==> src/rtl/definition_of_idle_pkg.sv <==
// -----------------------------------------------------------------------------
// definition_of_idle_pkg
//   Shared constants and types for the CC-line idle detector. The TX control
//   timers use the same window/threshold defaults, so they live here rather
//   than in the detector itself.
//
//   Contents:
//     idle_state_t         : ST_OFF / ST_MEASURE state encoding
//     TIMER_W              : width of the window timer
//     DEF_WINDOW_CYCLES    : default window length in clk cycles (~16 us @ 50 MHz)
//     DEF_TRANS_THRESH     : transition count at or above which the line is busy
//     DEF_FILTER_CYCLES    : consecutive stable samples needed to accept a level
//     sat_cnt_w()          : width of a counter that saturates at a given value
// -----------------------------------------------------------------------------
package definition_of_idle_pkg;

    typedef enum logic {
        ST_OFF     = 1'b0,
        ST_MEASURE = 1'b1
    } idle_state_t;

    localparam int                 TIMER_W           = 11;
    localparam logic [TIMER_W-1:0] DEF_WINDOW_CYCLES = 11'd800;
    localparam int                 DEF_TRANS_THRESH  = 3;
    localparam int                 DEF_FILTER_CYCLES = 3;

    // Bits needed to hold values 0..sat_val inclusive.
    function automatic int sat_cnt_w(input int sat_val);
        return (sat_val < 1) ? 1 : $clog2(sat_val + 1);
    endfunction

endpackage

==> src/rtl/definition_of_idle_cc_sync_deglitch.sv <==
// -----------------------------------------------------------------------------
// cc_sync_deglitch
//   Front end for the raw CC comparator output: a 2-flop synchroniser followed
//   by a run-length deglitch filter. A new level is accepted only after
//   FILTER_CYCLES consecutive synchronised samples disagree with the current
//   filtered level; any shorter excursion is thrown away. cc_edge pulses for
//   one cycle, in the same cycle the filtered level changes.
//
//   Latency: a stable change on cc_rx_in shows up on cc_edge 2 + FILTER_CYCLES
//   cycles later (2 synchroniser flops, then FILTER_CYCLES filter samples).
//
//   Ports:
//     clk       in   system clock
//     rst_n     in   asynchronous active-low reset
//     cc_rx_in  in   raw asynchronous CC comparator output
//     cc_edge   out  one-cycle pulse when the filtered level toggles
// -----------------------------------------------------------------------------
module cc_sync_deglitch
    import definition_of_idle_pkg::*;
#(
    parameter int FILTER_CYCLES = DEF_FILTER_CYCLES
) (
    input  logic clk,
    input  logic rst_n,
    input  logic cc_rx_in,
    output logic cc_edge
);

    localparam int FCNT_W = sat_cnt_w(FILTER_CYCLES);

    logic              sync_q1;
    logic              sync_q2;
    logic [FCNT_W-1:0] fcnt;
    logic              level_q;
    logic              edge_q;
    logic              differ;
    logic              accept;

    // fcnt holds how many disagreeing samples have already been seen, so the
    // current sample is the last one needed when fcnt == FILTER_CYCLES-1.
    assign differ = (sync_q2 != level_q);
    assign accept = differ && (fcnt == FCNT_W'(FILTER_CYCLES - 1));

    always_ff @(posedge clk or negedge rst_n) begin
        if (!rst_n) begin
            sync_q1 <= 1'b0;
            sync_q2 <= 1'b0;
            fcnt    <= '0;
            level_q <= 1'b0;
            edge_q  <= 1'b0;
        end else begin
            sync_q1 <= cc_rx_in;
            sync_q2 <= sync_q1;
            edge_q  <= accept;
            if (!differ) begin
                // Any agreeing sample breaks the run.
                fcnt <= '0;
            end else if (accept) begin
                level_q <= sync_q2;
                fcnt    <= '0;
            end else begin
                fcnt <= fcnt + FCNT_W'(1);
            end
        end
    end

    assign cc_edge = edge_q;

endmodule

==> src/rtl/definition_of_idle.sv <==
// -----------------------------------------------------------------------------
// definition_of_idle
//   CC-line idle detector feeding the TX control check-CC / wait-CC-idle steps.
//   While definition_of_idle_en is high, filtered CC transitions are counted
//   over back-to-back windows of WINDOW_CYCLES cycles. At the end of every
//   completed window a one-cycle done pulse is issued together with the
//   verdict: idle when fewer than TRANS_THRESH transitions were seen.
//
//   Window timing: the first en-high cycle (still in ST_OFF) is window cycle 0
//   and counts edges. The cycle after window cycle WINDOW_CYCLES-1 carries the
//   done pulse and is itself cycle 0 of the next window, so the first done
//   lands exactly WINDOW_CYCLES cycles after en rises and every WINDOW_CYCLES
//   cycles thereafter.
//
//   Dropping en abandons the current window with no done; result keeps the
//   last verdict so the consumer can sample it at any time.
//
//   Ports:
//     clk                          in   system clock
//     rst_n                        in   asynchronous active-low reset
//     definition_of_idle_en        in   level request, measurement runs while high
//     cc_rx_in                     in   raw asynchronous CC comparator output
//     definition_of_idle_done      out  one-cycle pulse at the end of each window
//     definition_of_idle_result    out  1 = idle, 0 = busy; held between dones
//     definition_of_idle_trans_cnt out  debug, saturating count of current window
// -----------------------------------------------------------------------------
module definition_of_idle
    import definition_of_idle_pkg::*;
#(
    parameter logic [TIMER_W-1:0] WINDOW_CYCLES = DEF_WINDOW_CYCLES,
    parameter int                 TRANS_THRESH  = DEF_TRANS_THRESH,
    parameter int                 FILTER_CYCLES = DEF_FILTER_CYCLES
) (
    input  logic       clk,
    input  logic       rst_n,
    input  logic       definition_of_idle_en,
    input  logic       cc_rx_in,
    output logic       definition_of_idle_done,
    output logic       definition_of_idle_result,
    output logic [1:0] definition_of_idle_trans_cnt
);

    localparam int                 CNT_W      = sat_cnt_w(TRANS_THRESH);
    localparam logic [CNT_W-1:0]   CNT_SAT    = CNT_W'(TRANS_THRESH);
    localparam logic [TIMER_W-1:0] TIMER_LAST = WINDOW_CYCLES - TIMER_W'(1);

    idle_state_t        state;
    idle_state_t        state_d;
    logic [TIMER_W-1:0] timer;
    logic [TIMER_W-1:0] timer_d;
    logic [CNT_W-1:0]   cnt;
    logic [CNT_W-1:0]   cnt_d;
    logic [CNT_W-1:0]   cnt_final;
    logic               done_q;
    logic               done_d;
    logic               result_q;
    logic               result_d;
    logic               cc_edge;
    logic               window_last;

    // -------------------------------------------------------------------------
    // Input path: runs regardless of en so the baseline level has already
    // settled by the time a measurement starts.
    // -------------------------------------------------------------------------
    cc_sync_deglitch #(
        .FILTER_CYCLES (FILTER_CYCLES)
    ) u_cc_sync_deglitch (
        .clk      (clk),
        .rst_n    (rst_n),
        .cc_rx_in (cc_rx_in),
        .cc_edge  (cc_edge)
    );

    // Count including this cycle's edge; this is what the verdict uses, so an
    // edge in the final window cycle still belongs to the ending window.
    assign cnt_final   = (cc_edge && (cnt != CNT_SAT)) ? cnt + CNT_W'(1) : cnt;
    assign window_last = (state == ST_MEASURE) && (timer == TIMER_LAST);

    // -------------------------------------------------------------------------
    // State register (plus the registered datapath/outputs it controls)
    // -------------------------------------------------------------------------
    always_ff @(posedge clk or negedge rst_n) begin
        if (!rst_n) begin
            state    <= ST_OFF;
            timer    <= '0;
            cnt      <= '0;
            done_q   <= 1'b0;
            result_q <= 1'b0;
        end else begin
            state    <= state_d;
            timer    <= timer_d;
            cnt      <= cnt_d;
            done_q   <= done_d;
            result_q <= result_d;
        end
    end

    // -------------------------------------------------------------------------
    // Next-state logic
    // -------------------------------------------------------------------------
    always_comb begin
        state_d = state;
        unique case (state)
            ST_OFF:     if (definition_of_idle_en)  state_d = ST_MEASURE;
            ST_MEASURE: if (!definition_of_idle_en) state_d = ST_OFF;
            default:    state_d = ST_OFF;
        endcase
    end

    // -------------------------------------------------------------------------
    // Output / datapath logic
    //   Default is the "off" behaviour: timer and count cleared, no done,
    //   verdict held. In ST_OFF timer and cnt are already zero, so the en-high
    //   cycle there is handled exactly like an ordinary window cycle.
    // -------------------------------------------------------------------------
    always_comb begin
        timer_d  = '0;
        cnt_d    = '0;
        done_d   = 1'b0;
        result_d = result_q;
        unique case (state)
            ST_OFF: begin
                if (definition_of_idle_en) begin
                    timer_d = TIMER_W'(1);
                    cnt_d   = cnt_final;
                end
            end
            ST_MEASURE: begin
                if (definition_of_idle_en) begin
                    if (window_last) begin
                        // Wrap: timer/cnt restart, done cycle is the next
                        // window's cycle 0.
                        done_d   = 1'b1;
                        result_d = (cnt_final < CNT_SAT);
                    end else begin
                        timer_d = timer + TIMER_W'(1);
                        cnt_d   = cnt_final;
                    end
                end
            end
            default: begin
                timer_d = '0;
            end
        endcase
    end

    assign definition_of_idle_done      = done_q;
    assign definition_of_idle_result    = result_q;
    assign definition_of_idle_trans_cnt = 2'(cnt);

endmodule

==> config.mk <==
export PLATFORM = sky130hd
export DESIGN_NAME = definition_of_idle
export DESIGN_NICKNAME = d
export VERILOG_FILES = /design/src/rtl/definition_of_idle_pkg.sv /design/src/rtl/definition_of_idle_cc_sync_deglitch.sv /design/src/rtl/definition_of_idle.sv
export SDC_FILE = /design/constraint.sdc
export NUM_CORES = 1
export LEC_CHECK = 0
export ABC_AREA = 1
export CORE_MARGIN = 2
export CORE_UTILIZATION = 63
export CTS_BUF_LIST = sky130_fd_sc_hd__clkbuf_8
export DETAILED_ROUTE_END_ITERATION = 10
export GPL_TIMING_DRIVEN = 0
export PLACE_DENSITY_LB_ADDON = 0.12
export SETUP_SLACK_MARGIN = 0.02
export SYNTH_ARGS = -nofsm -noshare
export SYNTH_HDL_FRONTEND = slang
export SYNTH_SLANG_ARGS = --single-unit
export TNS_END_PERCENT = 100
==> constraint.sdc <==
create_clock -name clk -period 2.24 [get_ports clk]
set_clock_uncertainty 0.2 [all_clocks]
set_input_delay 0.336 -clock clk [delete_from_list [all_inputs] [get_ports clk]]
set_output_delay 0.336 -clock clk [all_outputs]
set_load 0.05 [all_outputs]
[Word-level counts from Yosys, hierarchy flattened]
Cells that the tools add are included.
Cells by class
  add/subtract/negate cells: 3
  order comparisons: 1
  equality and inequality tests: 4
  multiplexer cells: 15
  bitwise operators: 1
  reductions and logical operators: 5
Operators by type and width (count)
  11-bit 2-to-1 mux: 2
  11-bit case mux with 2 select lines: 1
  2-bit 2-to-1 mux: 6
  11-bit by 1-bit adder with 11-bit output, second input constant: 1
  11-bit by 10-bit equality test with 1-bit output, second input constant: 1
  1-bit 2-to-1 mux: 5
  2-bit by 1-bit adder with 2-bit output, second input constant: 2
  2-bit case mux with 2 select lines: 1
  1-bit logical AND: 3
  3-bit AND reduction: 1
  2-bit equality test, second input constant: 1
  2-bit less-than comparator, second input constant: 1
  2-bit inequality test, second input constant: 1
  2-bit AND reduction: 1
  1-bit inequality test: 1
  1-bit NOT: 1
Storage, ports and cells
  bits in registers: 22
  input port bits: 4
  output and inout port bits: 4

[Depth between registers and ports, before layout]
Gate-level depths: netlist of the first run.
  depth in word-level cells: 6
  depth in mapped cells: 8

[By module]
A second synthesis of the first run with hierarchy kept.
Unflattened totals
  cells, all modules: 133
  area total of the unflattened synthesis: 1099.8 um^2
Modules (own cells, without submodules)
  definition_of_idle: instances 1, cells each 111, area each 883.3 um^2, sequential area each 400.4 um^2
  cc_sync_deglitch: instances 1, cells each 22, area each 216.5 um^2, sequential area each 150.1 um^2

[Least setup slack after synthesis of the first run]
Ideal clock, no wire load.
  kind: reg-to-reg
  start point: register cnt[0], in the netlist definition_of_idle_trans_cnt[0]
  end point: register result_q, in the netlist definition_of_idle_result
  setup time: 117 ps
  arrival: 1349 ps
  slack: 574 ps
  cell stages (with the launch flop): 8
  buffers on the path: 0
  clock period less this slack: 1666 ps
  cells stage by stage: dfrtp_1 -> ha_1 -> inv_1 -> nand2_1 -> o21ai_0 -> nand2_1 -> nor2_1 -> nor2_1
On the way
  longest elaborated chain between the ends: 4
  elaborated cells between the ends (all ways): 5
  classes of those cells: 1 x add/sub; 1 x order compare; 1 x eq/ne; 1 x mux; 1 x reduce/logical
RTL lines
  from (decl): RTL line definition_of_idle.sv:51  | logic [CNT_W-1:0] cnt;
  from (signal assigned): RTL line definition_of_idle.sv:92  | cnt <= cnt_d;
  parallel branches: the longest is 2 deep, another holds 2-bit by 1-bit adder with 2-bit output
  2-bit 2-to-1 mux *: RTL line definition_of_idle.sv:76  | assign cnt_final = (cc_edge && (cnt != CNT_SAT)) ? cnt + CNT_W'(1) : cnt;
  2-bit less-than comparator *: RTL line definition_of_idle.sv:134  | result_d = (cnt_final < CNT_SAT);
  to (signal assigned): RTL line definition_of_idle.sv:94  | result_q <= result_d;
  to (decl): RTL line definition_of_idle.sv:56  | logic result_q;
Mark *: on every way between the ends.
A chain may end at the register's enable or synchronous reset.

[Worst setup path after layout of the first run]
  start point: register cnt[1], in the netlist definition_of_idle_trans_cnt[1]
  end point: output definition_of_idle_trans_cnt[1]
RTL lines
  to (decl): RTL line definition_of_idle.sv:40  | output logic [1:0] definition_of_idle_trans_cnt
No word-level cell between the ends.

==> impl_metrics.toml, run 1 <==
[sta]
min_period_ns = 2.00
maxSlewViolCount = 0
setup_violations = 0
rsz0062_at_grt = "false"
timing.fmax_mhz = 499
tightestPinTransition_ns = 0.946
setup_tns_ns = 0
timing.hold.ws_ns = 0.169
fin_ws_ns = 0.236
slew_headroom_pct = 36.7
fin_crit_sh_pct = 89.5
hold_violations = 0

[worst_hold_path]
holdPathStages = 0
hp-start = "u_cc_sync_deglitch.sync_q1"
hold_end = "u_cc_sync_deglitch.sync_q2"
worstHoldPathType = "reg -> reg"

[placed_design]
placed_cell_area_sq_mm = 0.00112
gp_congestion = 0.872
dp_hpwl_um = 1290
port_buffers = 7
dpl_worst_slack_ns = 0.461
dpl.cell_count = 147

[clock_tree]
cts_setup_buffers = 0
cts_hold_buf = 0
cts.path.max_buffers = 2
numCtsBuffers = 3
cts_tree = "done"
cts.root.buffer_cell = "clkbuf_8"
cts_resized = 0
clk-insertion-delay-late_ns = 0.26
cts_sinks = 22
htreeDepth = 1
cts.clk_slew.worst_paths_ns = 0.07

[routing]
wl_per_cell_um = 12.4
wl_um = 1860
dr.pass1.iters = 4
via_count = 827
antenna_left = 0
vias_per_cell = 5.51
drt-initial-drc-count = 35
drc_errors = 0

[logic_synthesis]
synthesis.area_sq_mm = 0.00103
synth-seq-cells = 22
synthFlopType = "dfrtp_1"
yosys_warnings = 0
synth_area_per_cell_sq_um = 8.30
synth_top_area_share_pct = 53.5
synth-edff-count = 0
yosys.area.top_type = "dfrtp_1"
synthArstFlopShare_pct = 100
synth_common_cells = "26 x nand2_1, 23 x nor2_1, 22 x dfrtp_1, 17 x inv_1, 9 x nand3_1"
syn_inst = 124
synth_area_leaders = "dfrtp_1 53%, nand2_1 9.5%, nor2_1 8.4%, inv_1 6.2%, nand3_1 4.4%"
synthMostInstantiatedCell = "nand2_1"
ys_types = 17
ys_seq_area_share_pct = 53.5
synth_fp_nets = 130

[grt]
track_usage_pct = 23.5
use_met2_pct = 38.8
top_usage_layer = "met2"
met3_usage_pct = 3.67
grt_pass1_vias = 795
grt_max_degree = 23
use_met1_pct = 29.2
grt_first_pass_wirelength_um = 3260
grt_remaining_overflow = 0
antenna_found_initial = 0

[critical_path]
worstPathCellList = "clkdlybuf4s50_1"
crit_family = "buffers and inverters"
rrSetupSlack_ns = 0.42
path_class = "reg -> out"
crit_required_ns = 1.70
path_buf_inv = 1
crit_fanout = 3
start_kind = "flop"
cpMaxStageDelayCell = "clkdlybuf4s50_1"
crit_arrival_ns = 1.47
worstReg2RegStart = "timer[0]"
end_kind = "primary output"
timing.rr.end = "timer[1]"
cp_slowest_stage_delay_ns = 0.83
worstRegToRegCells = 6

[die]
core_sq_mm = 0.00152
die_y_um = 44.4
pin_count = 8
rows = 14
dieArea_sq_mm = 0.00197
initial_core_util_pct = 67.6
die_w_um = 44.4

[layout]
fin_nets = 142
drive_above_1_share_pct = 5.97
design_area_sq_mm = 0.00116
syn2layout_area_growth_pct = 12.8
antenna_cells = 0
finalNonFillerCells = 150

[pwr]
p_leak_uw = 0.000528
ir_drop_mv = 0.722
pwr_density_cell_mw_per_mm2 = 701

[run]
cap_violations = 0

[outcome]
run_status = "finished, final reports clean"
==> cell families (layout without fill, tap and decap cells) <==
kind of cell | count (synthesis) | in the layout | share of synthesized area (%)
multiplexers | 1 | 1 | 1.09
buffers and inverters | 18 | 28 | 6.56
flip-flops | 22 | 22 | 53.5
XOR/XNOR | 3 | 3 | 2.55
adder cells (fa/ha/maj) | 2 | 2 | 2.43
AND/OR/NAND/NOR | 69 | 69 | 29.3
AO/OA/AOI/OAI | 9 | 9 | 4.62
==> metal layers <==
layer / part of all wire [%] / vias to the layer above
met1: 45 / 383
met5: 0 / -
li1: - / 413
met3: 5.3 / 7
met2: 47 / 24
met4: 2.9 / 0
==> per-stage QoR <==
step                      util [%]  power, uW
final                         76.2        814
after global routing          76.2        855
after CTS                     76.2        822
after detailed placement      73.5        588
after global placement        73.5        578
after floorplan                  -        547
==> state kept, by name (all words and copies together) (netlist names) <==
signal	cells
u_cc_sync_deglitch.level_q	1
state	1
definition_of_idle_trans_cnt	2
u_cc_sync_deglitch.sync_q1	1
definition_of_idle_done	1
u_cc_sync_deglitch.sync_q2	1
timer	11
definition_of_idle_result	1
u_cc_sync_deglitch.cc_edge	1
u_cc_sync_deglitch.fcnt	2
==> cell type report <==
cell class,instances,area [sq um]
clock buffers,3,41.3
fillers,113,363
repair buffers,7,70.1
multi-input cells,84,412
inverters,18,67.6
well taps,16,20.0
flip-flops and latches,22,551
==> report_power, final <==
part           leakage (uW)  switching [uW]  internal (uW)
clock             0.0000216             115            120
sequential         0.000289            25.6            434
combinational      0.000218            68.9           49.8
total              0.000528             210            604
==> worst max-delay path by stage <==
| stage | cells after the start | slack (ns) | endpoint | from |
|---|---|---|---|---|
| 4_1_cts | 1 | 0.22 | definition_of_idle_trans_cnt[1] | definition_of_idle_trans_cnt[1] |
| 3_5_place_dp | 6 | 0.46 | timer[1] | timer[0] |
| 3_3_place_gp | 6 | 0.49 | timer[3] | timer[0] |
| 6_report | 1 | 0.24 | definition_of_idle_trans_cnt[1] | definition_of_idle_trans_cnt[1] |
| 2_1_floorplan | 7 | 0.57 | definition_of_idle_result | definition_of_idle_trans_cnt[0] |
| 5_1_grt | 1 | 0.19 | definition_of_idle_trans_cnt[1] | definition_of_idle_trans_cnt[1] |
==> layout by cell type (no fill, tap or decap) <==
| master | n |
|---|---|
| nand4_1 | 3 |
| xnor2_1 | 3 |
| nand2_1 | 26 |
| o21ai_0 | 2 |
| nor2_1 | 23 |
| clkdlybuf4s50_1 | 7 |
| nand3b_1 | 2 |
| nor3_1 | 2 |
| a21oi_1 | 6 |
| dfrtp_1 | 22 |
| nor2_2 | 3 |
| nand3_1 | 9 |
| mux2_2 | 1 |
| o21bai_1 | 1 |
| clkinv_1 | 1 |
| inv_1 | 17 |
| nand3_2 | 1 |
| ha_1 | 2 |
| clkbuf_8 | 3 |
No activity file was read; power rests on OpenSTA's default activity.
==> run 2, diff against run 1 <==
Settings changed: CORE_MARGIN 2 to default.
==> run 2 against run 1 <==
Global-route usage rose by 0.24 points. Flip-flop and latch count did not move. Non-clock buffer count did not move. Cell area did not move. Critical path type unchanged. Critical endpoint unchanged. Largest power group unchanged.
==> impl_metrics.toml, run 2 (same netlist as run 1, synthesis figures left out) <==
[clock_tree]
clk-insertion-delay-late_ns = 0.26
cts_setup_buffers = 0
cts.path.max_buffers = 2
cts_hold_buf = 0
cts_resized = 0
cts.root.buffer_cell = "clkbuf_8"
htreeDepth = 1
cts_sinks = 22
cts.clk_slew.worst_paths_ns = 0.07
cts_tree = "done"
numCtsBuffers = 3

[layout]
layout_common_cells = "26 x nand2_1, 23 x nor2_1, 22 x dfrtp_1, 17 x inv_1, 9 x nand3_1"
syn2layout_area_growth_pct = 12.8
drive_above_1_share_pct = 5.97
largest-register = "timer"
antenna_cells = 0
final_common_cell = "nand2_1"
design_area_sq_mm = 0.00116
fillers = 112
largest_register_ffs = 11
fin_nets = 142

[placed_design]
port_buffers = 7
dp_hpwl_um = 1340
dpl_worst_slack_ns = 0.474
gp_congestion = 0.854
placed_cell_area_sq_mm = 0.00112

[grt]
antenna_found_initial = 0
grt_first_pass_wirelength_um = 3140
grt_pass1_vias = 802
grt_max_degree = 23
grt_remaining_overflow = 0
track_usage_pct = 23.7

[routing]
wl_um = 1870
antenna_left = 0
drc_errors = 0
wl_per_cell_um = 12.4
drt-initial-drc-count = 21
dr.pass1.iters = 4
vias_per_cell = 5.29
via_count = 793

[die]
die_w_um = 42.4
initial_core_util_pct = 67.6
rows = 14
pin_count = 8
dieArea_sq_mm = 0.00180
core_sq_mm = 0.00152
die_y_um = 42.4

[pwr]
p_sw_uw = 216
pwr_density_cell_mw_per_mm2 = 707
ir_drop_mv = 0.646
p_leak_uw = 0.000528
pwr-share-clk_pct = 29.1
combPwrFrac_pct = 14.7
p_int_uw = 604
pwr-share-seq_pct = 56.2
switching_share_pct = 26.4

[critical_path]
path_buf_inv = 1
cpMaxStageDelayCell = "clkdlybuf4s50_1"
crit_required_ns = 1.70
crit_arrival_ns = 1.48
timing.rr.end = "definition_of_idle_trans_cnt[0]"
worstRegToRegCells = 6
path_class = "reg -> out"
cp-endpoint = "definition_of_idle_trans_cnt[1]"
start_kind = "flop"
crit_family = "buffers and inverters"
cp_num_cells = 1
worstReg2RegStart = "timer[0]"
end_kind = "primary output"
cp_slowest_stage_delay_ns = 0.83
critPathLaunch = "definition_of_idle_trans_cnt[1]"
rrSetupSlack_ns = 0.43
crit_fanout = 3
worstPathCellList = "clkdlybuf4s50_1"

[sta]
maxSlewViolCount = 0
timing.fmax_mhz = 497
slew_headroom_pct = 35.5
rsz0062_at_grt = "false"
fin_ws_ns = 0.228
setup_violations = 0
hold_violations = 0
timing.hold.ws_ns = 0.161
fin_crit_sh_pct = 89.8
min_period_ns = 2.01
tightestPinTransition_ns = 0.964
setup_tns_ns = 0

[worst_hold_path]
worstHoldPathType = "reg -> reg"
hp-start = "u_cc_sync_deglitch.sync_q1"

[outcome]
run_status = "finished, final reports clean"

[run]
cap_violations = 0
run 2: cell counts in the layout (fill, tap and decap cells not counted):
No cell type changed its count.
run 2: how the worst min path moves through the flow:
stage	to	slack, ns	depth (start not counted)
finish	u_cc_sync_deglitch.sync_q2	0.16	0
global route	u_cc_sync_deglitch.sync_q2	0.17	0
CTS	u_cc_sync_deglitch.sync_q2	0.17	0
detailed placement	u_cc_sync_deglitch.sync_q2	0.14	0
global placement	u_cc_sync_deglitch.sync_q2	0.15	0
floorplan	definition_of_idle_done	-0.16	0
run 2: power groups by stage:
stage	clock network (uW)	registers, uW	logic [uW]
5_1_grt	251	467	135
2_1_floorplan	0	476	71.3
3_5_place_dp	0	469	120
4_1_cts	240	461	122
3_3_place_gp	0	464	114
6_report	239	461	121
run 2: cell type report:
class / count / area (sq um) / share of cell area (%)
Timing Repair Buffer: 7 / 70.1 / 6.03
Clock buffer: 3 / 41.3 / 3.56
Tap cell: 16 / 20.0 / 1.72
Inverter: 18 / 67.6 / 5.82
Multi-Input combinational cell: 84 / 412 / 35.5
Sequential cell: 22 / 551 / 47.4
run 2: metal layers:
layer  track usage, %  vias up  part of all wire (%)  wire [um]
li1                 -      411                     -          -
met1             26.9      363                    46        866
met2             42.8       14                    49        912
met3             5.17        5                   2.9         54
met4             9.38        0                   1.8         33
met5                0        -                     0          0
run 2: stage by stage:
stage	power, uW	util (%)	instances
after floorplan	547	-	124
after global placement	578	73.5	147
after detailed placement	589	73.5	147
after CTS	823	76.2	150
after global routing	852	76.2	150
final	821	76.2	150
